--- src/rtl/sprite_wr_pkg.sv ---
// Shared types and constants for the sprite RAM write-side engine.
package sprite_wr_pkg;

  typedef enum logic [1:0] {
    IDLE   = 2'd0,
    UNPACK = 2'd1,
    FILL   = 2'd2
  } state_e;

  localparam logic [1:0] REG_PTR  = 2'd0;
  localparam logic [1:0] REG_PUSH = 2'd1;
  localparam logic [1:0] REG_FILL = 2'd2;
  localparam logic [1:0] REG_CTRL = 2'd3;

  localparam int BUSY_BIT     = 31;
  localparam int OVF_BIT      = 30;
  localparam int FILL_CNT_LSB = 16;
  localparam int FILL_CNT_W   = 12;

endpackage

--- src/rtl/sprite_word_unpacker.sv ---
// Shift register that splits a packed bus word into DATA_WIDTH-bit pixels, LSB pixel first.
module sprite_word_unpacker #(
  parameter int DATA_WIDTH   = 3,
  parameter int PIX_PER_WORD = 8
) (
  input  logic                               clk,
  input  logic                               reset,
  input  logic                               load,
  input  logic                               advance,
  input  logic [PIX_PER_WORD*DATA_WIDTH-1:0] word,
  output logic [DATA_WIDTH-1:0]              pix,
  output logic                               last
);

  localparam int PIX_W = PIX_PER_WORD * DATA_WIDTH;
  localparam int IDX_W = $clog2(PIX_PER_WORD + 1);

  logic [PIX_W-1:0] shreg_q, shreg_d;
  logic [IDX_W-1:0] idx_q, idx_d;

  always_comb begin
    shreg_d = shreg_q;
    idx_d   = idx_q;
    if (load) begin
      shreg_d = word;
      idx_d   = '0;
    end else if (advance) begin
      shreg_d = shreg_q >> DATA_WIDTH;
      idx_d   = idx_q + 1'b1;
    end
  end

  // Pixel payload carries no reset; only the position counter does.
  always_ff @(posedge clk) begin
    shreg_q <= shreg_d;
  end

  always_ff @(posedge clk or posedge reset) begin
    if (reset) idx_q <= '0;
    else       idx_q <= idx_d;
  end

  assign pix  = shreg_q[DATA_WIDTH-1:0];
  assign last = (idx_q == IDX_W'(PIX_PER_WORD - 1));

endmodule

--- src/rtl/sprite_ram_writer.sv ---
// MMIO front end for the sprite colour-map RAM write port: pointer, word unpack and fill engine.
// Optional build macro SPRITE_WR_SKIP_EN: zero pixels in an unpacked word are not written.
module sprite_ram_writer
  import sprite_wr_pkg::*;
#(
  parameter int ADDR_WIDTH   = 11,
  parameter int DATA_WIDTH   = 3,
  parameter int PIX_PER_WORD = 8
) (
  input  logic                  clk,
  input  logic                  reset,
  input  logic                  cs,
  input  logic                  write,
  input  logic [1:0]            addr,
  input  logic [31:0]           wr_data,
  output logic [31:0]           rd_data,
  output logic                  ram_we,
  output logic [ADDR_WIDTH-1:0] ram_addr_w,
  output logic [DATA_WIDTH-1:0] ram_din
);

  localparam int PIX_W = PIX_PER_WORD * DATA_WIDTH;
  localparam int DEPTH = 1 << ADDR_WIDTH;
  localparam int CNT_W = ADDR_WIDTH + 1;

  state_e                state_q, state_d;
  logic [ADDR_WIDTH-1:0] ptr_q, ptr_d;
  logic                  ovf_q, ovf_d;
  logic [CNT_W-1:0]      cnt_q, cnt_d;
  logic [DATA_WIDTH-1:0] colour_q, colour_d;
  logic                  ram_we_q, ram_we_d;
  logic [ADDR_WIDTH-1:0] ram_addr_q, ram_addr_d;
  logic [DATA_WIDTH-1:0] ram_din_q, ram_din_d;

  logic                  bus_wr, busy, load, advance, last;
  logic [DATA_WIDTH-1:0] pix;
  logic [FILL_CNT_W-1:0] fill_cnt;
  logic                  unused_wr;

  assign bus_wr    = cs & write;
  assign busy      = (state_q != IDLE);
  assign fill_cnt  = wr_data[FILL_CNT_LSB +: FILL_CNT_W];
  assign unused_wr = ^wr_data;

  sprite_word_unpacker #(
    .DATA_WIDTH  (DATA_WIDTH),
    .PIX_PER_WORD(PIX_PER_WORD)
  ) u_unpacker (
    .clk    (clk),
    .reset  (reset),
    .load   (load),
    .advance(advance),
    .word   (wr_data[PIX_W-1:0]),
    .pix    (pix),
    .last   (last)
  );

  always_comb begin
    state_d    = state_q;
    ptr_d      = ptr_q;
    ovf_d      = ovf_q;
    cnt_d      = cnt_q;
    colour_d   = colour_q;
    ram_we_d   = 1'b0;
    ram_addr_d = ram_addr_q;
    ram_din_d  = ram_din_q;
    load       = 1'b0;
    advance    = 1'b0;

    // Bus decode: commands other than CTRL are only accepted while idle.
    if (bus_wr) begin
      if (addr == REG_CTRL) begin
        if (wr_data[0]) ovf_d = 1'b0;
      end else if (busy) begin
        ovf_d = 1'b1;
      end else begin
        case (addr)
          REG_PTR:  ptr_d = wr_data[ADDR_WIDTH-1:0];
          REG_PUSH: begin
            load    = 1'b1;
            state_d = UNPACK;
          end
          REG_FILL: begin
            colour_d = wr_data[DATA_WIDTH-1:0];
            if (fill_cnt == '0 || int'(fill_cnt) > DEPTH) cnt_d = CNT_W'(DEPTH);
            else                                          cnt_d = CNT_W'(fill_cnt);
            state_d  = FILL;
          end
          default: ;
        endcase
      end
    end

    // Write engine: one RAM write per cycle, pointer wraps naturally.
    case (state_q)
      UNPACK: begin
`ifdef SPRITE_WR_SKIP_EN
        ram_we_d = (pix != '0);
`else
        ram_we_d = 1'b1;
`endif
        ram_addr_d = ptr_q;
        ram_din_d  = pix;
        ptr_d      = ptr_q + 1'b1;
        advance    = 1'b1;
        if (last) state_d = IDLE;
      end
      FILL: begin
        ram_we_d   = 1'b1;
        ram_addr_d = ptr_q;
        ram_din_d  = colour_q;
        ptr_d      = ptr_q + 1'b1;
        cnt_d      = cnt_q - 1'b1;
        if (cnt_q == CNT_W'(1)) state_d = IDLE;
      end
      default: ;
    endcase
  end

  always_ff @(posedge clk or posedge reset) begin
    if (reset) begin
      state_q    <= IDLE;
      ptr_q      <= '0;
      ovf_q      <= 1'b0;
      cnt_q      <= '0;
      colour_q   <= '0;
      ram_we_q   <= 1'b0;
      ram_addr_q <= '0;
      ram_din_q  <= '0;
    end else begin
      state_q    <= state_d;
      ptr_q      <= ptr_d;
      ovf_q      <= ovf_d;
      cnt_q      <= cnt_d;
      colour_q   <= colour_d;
      ram_we_q   <= ram_we_d;
      ram_addr_q <= ram_addr_d;
      ram_din_q  <= ram_din_d;
    end
  end

  always_comb begin
    rd_data                   = '0;
    rd_data[BUSY_BIT]         = busy;
    rd_data[OVF_BIT]          = ovf_q;
    rd_data[ADDR_WIDTH-1:0]   = ptr_q;
  end

  assign ram_we     = ram_we_q;
  assign ram_addr_w = ram_addr_q;
  assign ram_din    = ram_din_q;

endmodule

--- config.mk ---
export PLATFORM = sky130hd
export DESIGN_NAME = sprite_ram_writer
export DESIGN_NICKNAME = d
export VERILOG_FILES = /design/src/rtl/sprite_wr_pkg.sv /design/src/rtl/sprite_word_unpacker.sv /design/src/rtl/sprite_ram_writer.sv
export SDC_FILE = /design/constraint.sdc
export NUM_CORES = 1
export LEC_CHECK = 0
export BUFFER_PORTS_ARGS = -buffer_cell sky130_fd_sc_hd__buf_4
export CELL_PAD_IN_SITES_DETAIL_PLACEMENT = 1
export CELL_PAD_IN_SITES_GLOBAL_PLACEMENT = 1
export CORE_MARGIN = 1
export CORE_UTILIZATION = 40
export CTS_BUF_LIST = sky130_fd_sc_hd__clkbuf_4
export DETAILED_ROUTE_END_ITERATION = 8
export HOLD_SLACK_MARGIN = 0.02
export PLACE_DENSITY = 0.77
export SYNTH_ARGS = -nofsm -noshare
export SYNTH_HDL_FRONTEND = slang
export SYNTH_SLANG_ARGS = --single-unit
--- constraint.sdc ---
create_clock -name clk -period 2.9 [get_ports clk]
set_input_delay 0.29 -clock clk [delete_from_list [all_inputs] [get_ports clk]]
set_output_delay 0.29 -clock clk [all_outputs]
set_load 0.02 [all_outputs]
==> metrics.md <==
| Metric | Value |
|---|---|
| Top post-synthesis cells by area | `dfrtp_1 (30%), edfxtp_1 (18%), nand2_1 (7.6%), buf_4 (4.7%), mux2_2 (4.3%)` |
| Yosys top cell by area | `dfrtp_1` |
| FILL cells | `1,088` |
| Synth top area share | `30.3%` |
| CP bufs+invs | `2` |
| Average instance area after synthesis | `10.1 um^2` |
| First-pass GRT wire length | `16,200 um` |
| Post-Place Worst Slack | `650 ps` |
| Crit-path max FO | `15` |
| Clock group share of total power | `16.4%` |
| TNS Setup | `0 ps` |
| CP max stage cell | `and4b_1` |
| Critical path endpoint category | `flop` |
| WP data required | `3190 ps` |
| Crit Path Category | `reg -> reg` |
| Clk sinks | `72` |
| LEAKAGE | `1.97 nW` |
| Pwr/cell area | `879 mW/mm^2` |
| Final Skew | `18.9 ps` |
| Share of synthesized registers carrying an async set or reset | `66.7%` |
| Total GRT Usage | `20.6%` |
| Number of antenna violations at the first check in global routing | `0` |
| Maxcap violations | `0` |
| Clk buf depth | `2` |
| Nets | `497` |
| Post-CTS setup buffers | `0` |
| Multi-input gate area | `0.00179 mm^2` |
| CTS tree | `built` |
| Outcome | `completed` |
| Share of cells above drive strength 1 | `26.5%` |
| Top FF cell, synth | `dfrtp_1` |
| Worst min-delay path class | `in -> reg` |
| WL/cell | `17.1 um` |
| Gate power share | `38.9%` |
| Ports | `85` |
| Fin crit period | `2240 ps` |
| Sequential cell fraction of total power | `44.7%` |
| Pin count of the biggest net entering global routing | `49` |
| EDFF count, synth | `24` |
| RSZ-0062 raised after global routing | `false` |
| Total number of vias | `3,127` |
| Iter 0 DRT Violations | `104` |
| H-Tree Level Count | `3` |
| Total Die Area | `0.0103 mm^2` |
| Most frequent cell on the critical path | `nand2_1` |
| Mapped Cells | `392` |
| FF+latch area | `0.00192 mm^2` |
| Critical path, cell by cell | `inv_1 -> ha_1 -> and4b_1 -> and2_1 -> buf_4 -> nand2_1 -> nand2_1` |
| Final core utilization | `48.5%` |
| RePlAce Congestion | `0.821` |
| Syn-to-layout area delta | `15.2%` |
| Net load switching power | `0.00163 W` |
| Fin. Hold Viols | `0` |
| Slowest stage delay, CP | `490 ps` |
| Ys Warns | `0` |
| Critical path's top delay family | `simple AND/OR/NAND/NOR gates` |
| Mapped Area | `0.00397 mm^2` |
| Final worst-path setup slack | `659 ps` |
| Standard-cell rows | `35` |
| N_diodes | `0` |
| Starting Density | `42.1%` |
| Vias in the first global route | `3,171` |
| Chip Height | `102 um` |
| Placed inst area | `0.00443 mm^2` |
| Root Buffer | `clkbuf_4` |
| Core Area | `0.00942 mm^2` |
| Overflow after GRT | `0` |
| Worst slew margin | `29.1%` |
| Drt total wl | `9960 um` |
| Startpoint Class | `flop` |
| Fin area | `0.00457 mm^2` |
| WHS | `120 ps` |
| Sequential fraction of the synthesis area | `48.5%` |
| Fin crit share | `77.3%` |
| Initial DRT Pass Iterations | `4` |
| DRT antenna net count | `0` |
| Worst skew pair latency | `420 ps` |
| Hold buffer count at cts | `0` |
| # DRC | `0` |
| Max IR drop VDD | `0.330 mV` |
| CTS buffer count | `9` |
| Synth Register Bits | `72` |
| Dpl hpwl | `6960 um` |
| Final setup violation count | `0` |
| Max-slew violation count | `0` |
| Via density | `5.38` |
| Post-CTS sizing | `0` |
| Cell Int Power | `0.00239 W` |
| Fmax | `0.446 GHz` |
| Worst-path clk slew | `140 ps` |
| Switch share | `40.6%` |
| Critical Path AT | `2530 ps` |
| Worst Tran Pin Value | `1060 ps` |
| Distinct cells, synth | `62` |
| Die Wd | `102 um` |
| Port bufs | `61` |
## kinds of logic (layout without fill, tap and decap cells)
family	count (synthesis)	count (layout)	share of synthesized area, %
AOI/OAI and AO/OA	67	67	12.3
xor gates and xnor gates	3	3	0.663
adders and majority gates	12	12	3.79
buffers and inverters	55	97	8.11
DFF	72	72	48.5
muxes	22	22	6.03
other	1	19	0.0945
and+or+nand+nor	160	160	20.5
## state kept, by name (all words and copies together) (netlist names)
name,flops
ovf_q,1
colour_q,3
ram_we,1
ram_addr_w,11
u_unpacker.idx_q,4
cnt_q,12
u_unpacker.shreg_q,24
ram_din,3
state_q,2
ptr_q,11
## per-layer routing
metal	vias to the layer above	wire [um]	share of wire [%]	GRT usage, %
met1	1566	4300	43	25.1
met3	11	360	3.6	2.62
met4	0	165	1.7	9.25
li1	1477	-	-	-
met2	73	5130	52	36.4
met5	-	0	0	0
## metrics by stage
| step | instances | power, W |
|---|---|---|
| 3_5_place_dp | 565 | 0.00338 |
| 4_1_cts | 581 | 0.00404 |
| 2_1_floorplan | 410 | 0.00280 |
| 6_report | 581 | 0.00402 |
| 3_3_place_gp | 565 | 0.00328 |
| 5_1_grt | 581 | 0.00426 |
## layout make-up
cell class | instances | area share [%]
flip-flops and latches | 72 | 42.1
multi-input cells | 283 | 39.2
repair buffers | 67 | 11.0
well taps | 129 | 3.53
clock inverters | 7 | 1.56
clock buffers | 9 | 1.48
inverters | 14 | 1.15
## worst paths after layout
kind	from	to	slack (ps)	cells past startpoint
min in group asynchronous	reset	ram_addr_w[0]	130	2
hold reg to reg	colour_q[0]	colour_q[0]	520	1
setup reg to reg	state_q[1]	u_unpacker.shreg_q[2]	660	7
setup / recovery	state_q[1]	u_unpacker.shreg_q[2]	660	7
hold / removal	wr_data[11]	u_unpacker.shreg_q[11]	120	3
max in group asynchronous	reset	cnt_q[11]	2110	2
## Yosys cell counts, types with 2 or more instances
library cell	instances
nand2_1	80
dfrtp_1	48
buf_4	25
edfxtp_1	24
a21oi_1	17
mux2_2	15
nor2_1	15
nand3_1	14
ha_1	12
inv_1	12
buf_2	11
a22oi_1	9
nor3_1	9
o21ai_0	9
mux2i_1	7
nor3_2	6
o211ai_1	6
nor4_1	5
a211oi_2	4
clkbuf_1	4
nand4_1	4
nand2b_1	3
a211oi_1	2
a21o_1	2
a221oi_1	2
a222oi_1	2
a31oi_1	2
and3_1	2
clkinv_1	2
nor2b_1	2
nor3b_1	2
nor4b_1	2
o221ai_1	2
o311ai_0	2
xor2_1	2
## power by group through the flow
stage	clock network (W)	registers, W	logic [W]
3_5_place_dp	0	0.00181	0.00156
4_1_cts	0.000670	0.00179	0.00158
6_report	0.000659	0.00180	0.00156
3_3_place_gp	0	0.00179	0.00149
5_1_grt	0.000704	0.00185	0.00171
2_1_floorplan	0	0.00192	0.000887
## worst min-delay path, delay by kind of cell
family                 cells  cell delay, ps
AND/OR/NAND/NOR            2              90
buffers and inverters      1              70
## layout by cell type (no fill, tap or decap), drive strengths merged, types with 3 or more instances in the layout
cell type	netlist	final
nor4	5	5
o21ai	9	9
a211oi	6	6
a22oi	9	9
nor2	16	16
mux2	15	15
nand4	5	5
inv	12	13
nand2b	3	3
nand3	15	15
clkinv	2	5
clkbuf	4	9
edfxtp	24	24
a221oi	3	3
nor3b	3	3
nor3	16	16
ha	12	12
conb	1	19
dfrtp	48	48
mux2i	7	7
a21oi	17	17
o211ai	6	6
nand2	81	81
buf	37	67
Note: power is estimated with default switching activity, not from simulation.
